--- config.mk ---
export PLATFORM = sky130hd
export DESIGN_NAME = fetch_queue
export DESIGN_NICKNAME = d
export VERILOG_FILES = /design/src/rtl/fetch_queue.sv
export SDC_FILE = /design/constraint.sdc
export NUM_CORES = 1
export LEC_CHECK = 0
export BUFFER_PORTS_ARGS = -buffer_cell sky130_fd_sc_hd__buf_2
export CAP_MARGIN = 40
export CORE_UTILIZATION = 55
export DETAILED_ROUTE_END_ITERATION = 8
export PLACE_DENSITY = 0.79
export SYNTH_ARGS = -nofsm -noshare
export SYNTH_HDL_FRONTEND = slang
export SYNTH_SLANG_ARGS = --single-unit
--- constraint.sdc ---
create_clock -name clk -period 5.4 [get_ports clk]
set_input_delay 1.08 -clock clk [delete_from_list [all_inputs] [get_ports clk]]
set_output_delay 1.08 -clock clk [all_outputs]
set_load 0.02 [all_outputs]
--- src/rtl/fetch_queue.sv ---
// fetch_queue: decoupling FIFO between fetch and decode/rename.
// Holds {pc, instr} pairs in a circular buffer. A separate occupancy counter
// resolves full versus empty. Flush discards everything in one cycle.
// Ready/valid depend only on registered state; the head payload is read
// combinationally from the head_ptr register.
module fetch_queue #(
  parameter int DEPTH = 8,
  parameter int XLEN  = 32
) (
  input  logic                     clk,
  input  logic                     reset,
  input  logic                     flush,
  input  logic                     fetch_valid_in,
  output logic                     fetch_ready_out,
  input  logic [XLEN-1:0]          fetch_pc_in,
  input  logic [XLEN-1:0]          fetch_instr_in,
  output logic                     decode_valid_out,
  input  logic                     decode_ready_in,
  output logic [XLEN-1:0]          decode_pc_out,
  output logic [XLEN-1:0]          decode_instr_out,
  output logic [$clog2(DEPTH):0]   count_out
);

  localparam int PW = $clog2(DEPTH);
  localparam int CW = PW + 1;
  localparam logic [CW-1:0] DEPTH_C = CW'(DEPTH);

  logic [PW-1:0]   head_ptr_r;
  logic [PW-1:0]   tail_ptr_r;
  logic [CW-1:0]   count_r;
  logic [XLEN-1:0] pc_mem_r    [DEPTH];
  logic [XLEN-1:0] instr_mem_r [DEPTH];

  logic            enq_s;
  logic            deq_s;
  logic [PW-1:0]   head_nxt_s;
  logic [PW-1:0]   tail_nxt_s;
  logic [CW-1:0]   count_nxt_s;

  // Handshake status, derived from registered occupancy only.
  assign fetch_ready_out  = (count_r != DEPTH_C);
  assign decode_valid_out = (count_r != {CW{1'b0}});
  assign count_out        = count_r;
  assign decode_pc_out    = pc_mem_r[head_ptr_r];
  assign decode_instr_out = instr_mem_r[head_ptr_r];

  // Transfer qualification: flush suppresses both sides of the queue.
  assign enq_s = fetch_valid_in && fetch_ready_out && !flush;
  assign deq_s = decode_valid_out && decode_ready_in && !flush;

  // Next-state for pointers and occupancy; flush wins over any transfer.
  always_comb begin
    head_nxt_s  = head_ptr_r;
    tail_nxt_s  = tail_ptr_r;
    count_nxt_s = count_r;
    if (flush) begin
      head_nxt_s  = {PW{1'b0}};
      tail_nxt_s  = {PW{1'b0}};
      count_nxt_s = {CW{1'b0}};
    end else begin
      if (enq_s) begin
        tail_nxt_s = tail_ptr_r + PW'(1);
      end else begin
        tail_nxt_s = tail_ptr_r;
      end
      if (deq_s) begin
        head_nxt_s = head_ptr_r + PW'(1);
      end else begin
        head_nxt_s = head_ptr_r;
      end
      case ({enq_s, deq_s})
        2'b10:   count_nxt_s = count_r + CW'(1);
        2'b01:   count_nxt_s = count_r - CW'(1);
        default: count_nxt_s = count_r;
      endcase
    end
  end

  // Pointer and occupancy registers.
  always_ff @(posedge clk or negedge reset) begin
    if (!reset) begin
      head_ptr_r <= {PW{1'b0}};
      tail_ptr_r <= {PW{1'b0}};
      count_r    <= {CW{1'b0}};
    end else begin
      head_ptr_r <= head_nxt_s;
      tail_ptr_r <= tail_nxt_s;
      count_r    <= count_nxt_s;
    end
  end

  // Entry storage: written once at the tail, never cleared by flush.
  always_ff @(posedge clk or negedge reset) begin
    if (!reset) begin
      for (int i = 0; i < DEPTH; i++) begin
        pc_mem_r[i]    <= {XLEN{1'b0}};
        instr_mem_r[i] <= {XLEN{1'b0}};
      end
    end else if (enq_s) begin
      pc_mem_r[tail_ptr_r]    <= fetch_pc_in;
      instr_mem_r[tail_ptr_r] <= fetch_instr_in;
    end
  end

endmodule

---- Yosys cells after proc, flatten, opt, wreduce, memory -nomap -nowiden ----
Index checks and enable logic that the tools add are counted.
operators by class
  $add $sub $neg .......................... 4
  magnitude comparators ................... 3
  eq/ne operators ......................... 3
  muxes and demuxes ....................... 16
  bitwise logic cells ..................... 2
  reductions and logical operators ........ 10
operator list
  kind                                                number
  bitwise mux 256 bit                                 2
  binary-select mux 32 bit (select 3 bit)             2
  two-way mux 32 bit                                  5
  demux 32 bit (select 3 bit)                         1
  two-way mux 3 bit                                   4
  >= comparator 4 bit, second input constant          2
  inverter 3 -> 4 bit                                 2
  one-hot mux 4 bit (2 select lines)                  1
  adder 3 x 1 -> 3 bit, second input constant         2
  logical AND 1 bit                                   5
  adder 4 x 1 -> 4 bit, second input constant         1
  < comparator 4 x 1 -> 1 bit, second input constant  1
  two-way mux 4 bit                                   1
  != test 4 bit, second input constant                1
  nonzero test 2 bit                                  2
  nonzero test 4 bit                                  1
  subtractor 4 x 1 -> 4 bit, second input constant    1
  nonzero test 3 bit                                  1
  == test 2 x 1 -> 1 bit, second input constant       1
  == test 2 bit, second input constant                1
  logical NOT 1 bit                                   1
word-level totals
  register bits after elaboration ......... 522
  bits of input ports ..................... 69
  output and inout bits ................... 70
  word-level logic and storage cells ...... 57

---- Longest topological paths before layout ----
  depth after elaboration ................. 6
  mapped depth ............................ 9
  mapped depth without buffers ............ 8

---- Worst setup path after synthesis ----
Ideal clock, no wire load.
  path type ............................... register to register
  from .................................... register count_r[1], in the netlist count_out[1]
  to ...................................... register count_r[3], in the netlist count_out[3]
  setup time .............................. 116 ps
  data arrival time ....................... 2,941 ps
  data required time ...................... 5,284 ps
  path slack .............................. 2,343 ps
  stages on the path, launching flop included .. 10
  path buffers ............................ 1
  period minus slack after synthesis ...... 3,057 ps
  cells stage by stage .................... dfrtp_1 > or4b_1 > buf_2 > a21oi_1 > nor2b_1 > ha_1 > a21oi_1 > nand2_1 > or4b_2 > o311ai_0
on the way
  longest elaborated chain between the ends .. 6
  elaborated cells between the ends (all ways) .. 13
  classes of those cells .................. add/sub: 2; eq/ne: 3; mux: 2; reduce/logical: 6
RTL lines
  element                                                         RTL line  RTL
  start, declared                                                 30        logic [CW-1:0] count_r;
  start signal, assigned                                          84        count_r <= {CW{1'b0}};
  start signal, assigned                                          88        count_r <= count_nxt_s;
  != test 4 bit (*)                                               41        assign fetch_ready_out = (count_r != DEPTH_C);
  net fetch_ready_out                                             14        output logic fetch_ready_out,
  logical AND 1 bit (*) (2 in a row)                              48        assign enq_s = fetch_valid_in && fetch_ready_out && !flush;
  == test 2 x 1 -> 1 bit / == test 2 bit (equally long branches)  71        case ({enq_s, deq_s})
  one-hot mux 4 bit (2 select lines)                              71
  two-way mux 4 bit                                               56        if (flush) begin
Mark *: on every way through the listed nets, which the timed path passes. The rest lies on a longest branch.
A chain may end at the register's enable or synchronous reset.

---- Final worst setup path ----
  from .................................... register head_ptr_r[1]
  to ...................................... output port decode_instr_out[29]
on the way
  longest elaborated chain between the ends .. 4
RTL lines
  element                                                RTL line  RTL
  start, declared                                        28        logic [PW-1:0] head_ptr_r;
  start signal, assigned                                 82        head_ptr_r <= {PW{1'b0}};
  start signal, assigned                                 86        head_ptr_r <= head_nxt_s;
  inverter 3 -> 4 bit (not written as such)              45        assign decode_instr_out = instr_mem_r[head_ptr_r];
  binary-select mux 32 bit (select 3 bit)                45
  two-way mux 32 bit (not written as such) (2 in a row)  45
  end, declared                                          20        output logic [XLEN-1:0] decode_instr_out,
No other way between the ends. The select of a mux whose other input is x is not followed.

==> reports/metrics.yaml <==
clock_tree:
  cts_buffers: 53
  root_buffer: "clkbuf_16"
  clock_latency_ns: 0.59
  postCtsSetupBuffers: 0
  hold_buffers: 0
  clockBufferDepth: 3
  cts.sinks: 522
  cts_tree: "built"
  post_cts_resized: 0
  clkTransAtPathRegs_ns: 0.06
  htree_levels: 2
drt:
  num_vias: 12600
  final_antenna_net_count: 0
  initialDrtViolationCount: 615
  drt-met1-wl_mm: 21.1
  met3_length_mm: 1.95
  wl_per_cell_um: 23.3
  drcViolationCount: 0
  firstDrtPassIters: 4
  postRouteWirelength_mm: 48.5
  highest_layer: "met5"
  met2_length_mm: 24.3
  vias_per_cell: 6.05
finish:
  nNetsFinal: 1575
  drive_gt1_share_pct: 57.5
  fin_area_um2: 26300
  fin_util_pct: 62.5
  area_growth_pct: 11.6
setup_path:
  worstSetupStartpointType: "flop"
  reg2reg_depth: 5
  crit_path_end_kind: "primary output"
  required_ns: 4.32
  worstPathArrival_ns: 3.01
  crit_fanout: 46
  timing_worst_setup_path_type: "flop to primary output"
placed_design:
  io_buffers: 138
  place_area_um2: 24600
  pre_cts_ws_ns: 1.92
  gp_congestion: 0.720
  dpl.hpwl_mm: 27.3
timing:
  hold_slack_ns: 0.488
  timing.final.crit_share_pct: 75.7
  fmax_ghz: 0.245
  fin_crit_ns: 4.09
  skew_ns: 0.0126
  finalMaxSlewViolations: 0
  rsz0062_at_grt: "false"
  setup_slack_ns: 1.31
  tns_ns: 0
  finalSetupViolations: 0
  hold_violations: 0
  worst_pin_slew_ns: 0.941
  maxSlewHeadroom_pct: 37.3
die:
  io-pin-count: 139
  rows: 75
  die_h_um: 209
  fp.coreArea_um2: 42100
  design.die.area_um2: 43700
  die_w_um: 209
  start_util_pct: 55.9
pwr:
  ir_drop_mv: 0.364
  p_per_area_nw_per_um2: 501
  p_leak_nw: 12.5
flow_run:
  maxCapViolCount: 0
hold_path:
  hold_path_class: "flop to flop"
  hold_depth: 1
grt:
  grt-ovfl-total: 0
  grt_use_total_pct: 23.0
  grt_pass1_wl_mm: 78.1
  antenna_found_initial: 8
  grt_max_degree: 123
  grt_pass1_vias: 13900
outcome:
  status: "complete, no violations"
synth:
  syn_area_um2: 23600
  synth_nets: 1451
  syn_area_per_cell_um2: 17.1
  synth-seq-cells: 522
  yosysWarnings: 0
  ys_seq_area_share_pct: 55.4
  syn_inst: 1377
  ys_types: 32
[layout make-up]
cell class	instances	area, um2
multi-input cells	766	9860
clock inverters	15	156
fillers	3046	15800
diodes	2	5.00
flip-flops and latches	522	13100
well taps	539	674
clock buffers	79	1560
repair buffers	158	991
[per-layer routing]
| metal | vias to the layer above | global-route usage [%] |
|---|---|---|
| met5 | - | 0 |
| met4 | 12 | 6.69 |
| met3 | 77 | 4.12 |
| met2 | 225 | 38.4 |
| met1 | 6834 | 31.1 |
| li1 | 5446 | - |
[cells in the final DEF (no fill, tap or decap), types with 10 or more instances in the layout]
master,netlist,final
mux2_2,508,508
nor2_1,11,11
clkbuf_1,19,15
buf_4,21,10
clkbuf_16,0,55
buf_2,13,137
clkinv_2,0,10
dfrtp_1,522,519
mux2_1,68,68
mux4_2,128,128
[cell usage after synthesis]
cell | instances | area share [%]
fa_1 | 1 | 0.085
mux2_1 | 68 | 3.2
o41ai_1 | 1 | 0.037
buf_1 | 6 | 0.096
xor2_1 | 3 | 0.11
or4b_2 | 1 | 0.042
or4_1 | 1 | 0.032
nor2_1 | 11 | 0.18
nand2_1 | 3 | 0.048
xnor2_1 | 3 | 0.11
nor3_1 | 1 | 0.021
mux2_2 | 508 | 24
or4b_1 | 1 | 0.042
mux4_2 | 128 | 12
buf_4 | 21 | 0.67
mux2i_1 | 4 | 0.17
buf_6 | 30 | 1.4
clkbuf_1 | 19 | 0.30
nand3_4 | 2 | 0.15
a21oi_1 | 4 | 0.085
buf_2 | 13 | 0.28
and3_1 | 2 | 0.053
o311ai_0 | 1 | 0.037
and4b_1 | 1 | 0.042
o311a_1 | 1 | 0.042
dfrtp_1 | 522 | 55
nand2_4 | 6 | 0.29
nand2b_1 | 1 | 0.027
nand3_1 | 4 | 0.085
a211oi_1 | 3 | 0.096
ha_1 | 4 | 0.21
nor2b_1 | 3 | 0.080
[flip-flops by register name, summed over array words and instances (netlist names)]
name / count
pc_mem_r: 256
instr_mem_r: 256
count_out: 4
head_ptr_r: 3
tail_ptr_r: 3
[worst max-delay path, stage by stage, from the launching register on]
cell,delay [ns]
dfrtp_4,0.92
buf_4,0.56
mux4_2,0.39
mux2_2,0.31
buf_2,0.17
[stage by stage]
stage	power, mW	cells
global placement	9.48	1982
CTS	13.3	2079
finish	13.2	2081
global route	13.8	2080
detailed placement	9.66	1985
floorplan	8.47	1377
[final timing paths]
| kind | start | end | slack, ns |
|---|---|---|---|
| worst max register to register | count_out[0]$_DFFE_PN0P_ | pc_mem_r[157]$_DFFE_PN0P_ | 2.06 |
| worst max-delay path | head_ptr_r[1]$_DFFE_PN0P_ | decode_instr_out[29] | 1.31 |
| worst min-delay path | instr_mem_r[142]$_DFFE_PN0P_ | instr_mem_r[142]$_DFFE_PN0P_ | 0.49 |
| min in group asynchronous | reset | pc_mem_r[110]$_DFFE_PN0P_ | 0.61 |
| max in group asynchronous | reset | instr_mem_r[69]$_DFFE_PN0P_ | 3.58 |
| worst min register to register | instr_mem_r[142]$_DFFE_PN0P_ | instr_mem_r[142]$_DFFE_PN0P_ | 0.49 |
[where the power goes]
group | leakage (nW) | internal, mW | switching (mW)
combinational | 4.74 | 2.21 | 1.88
sequential | 6.91 | 4.92 | 0.556
clock | 0.846 | 2.12 | 1.48
[cells by family after synthesis]
logic type	after synthesis	share of synthesized area, %
mux	708	39.9
flops	522	55.4
buf+inv	89	2.78
simple gates	37	1.08
compound gates	10	0.297
xor+xnor	6	0.223
fa+ha+maj	5	0.297
Power figures use the tool's default switching activity.
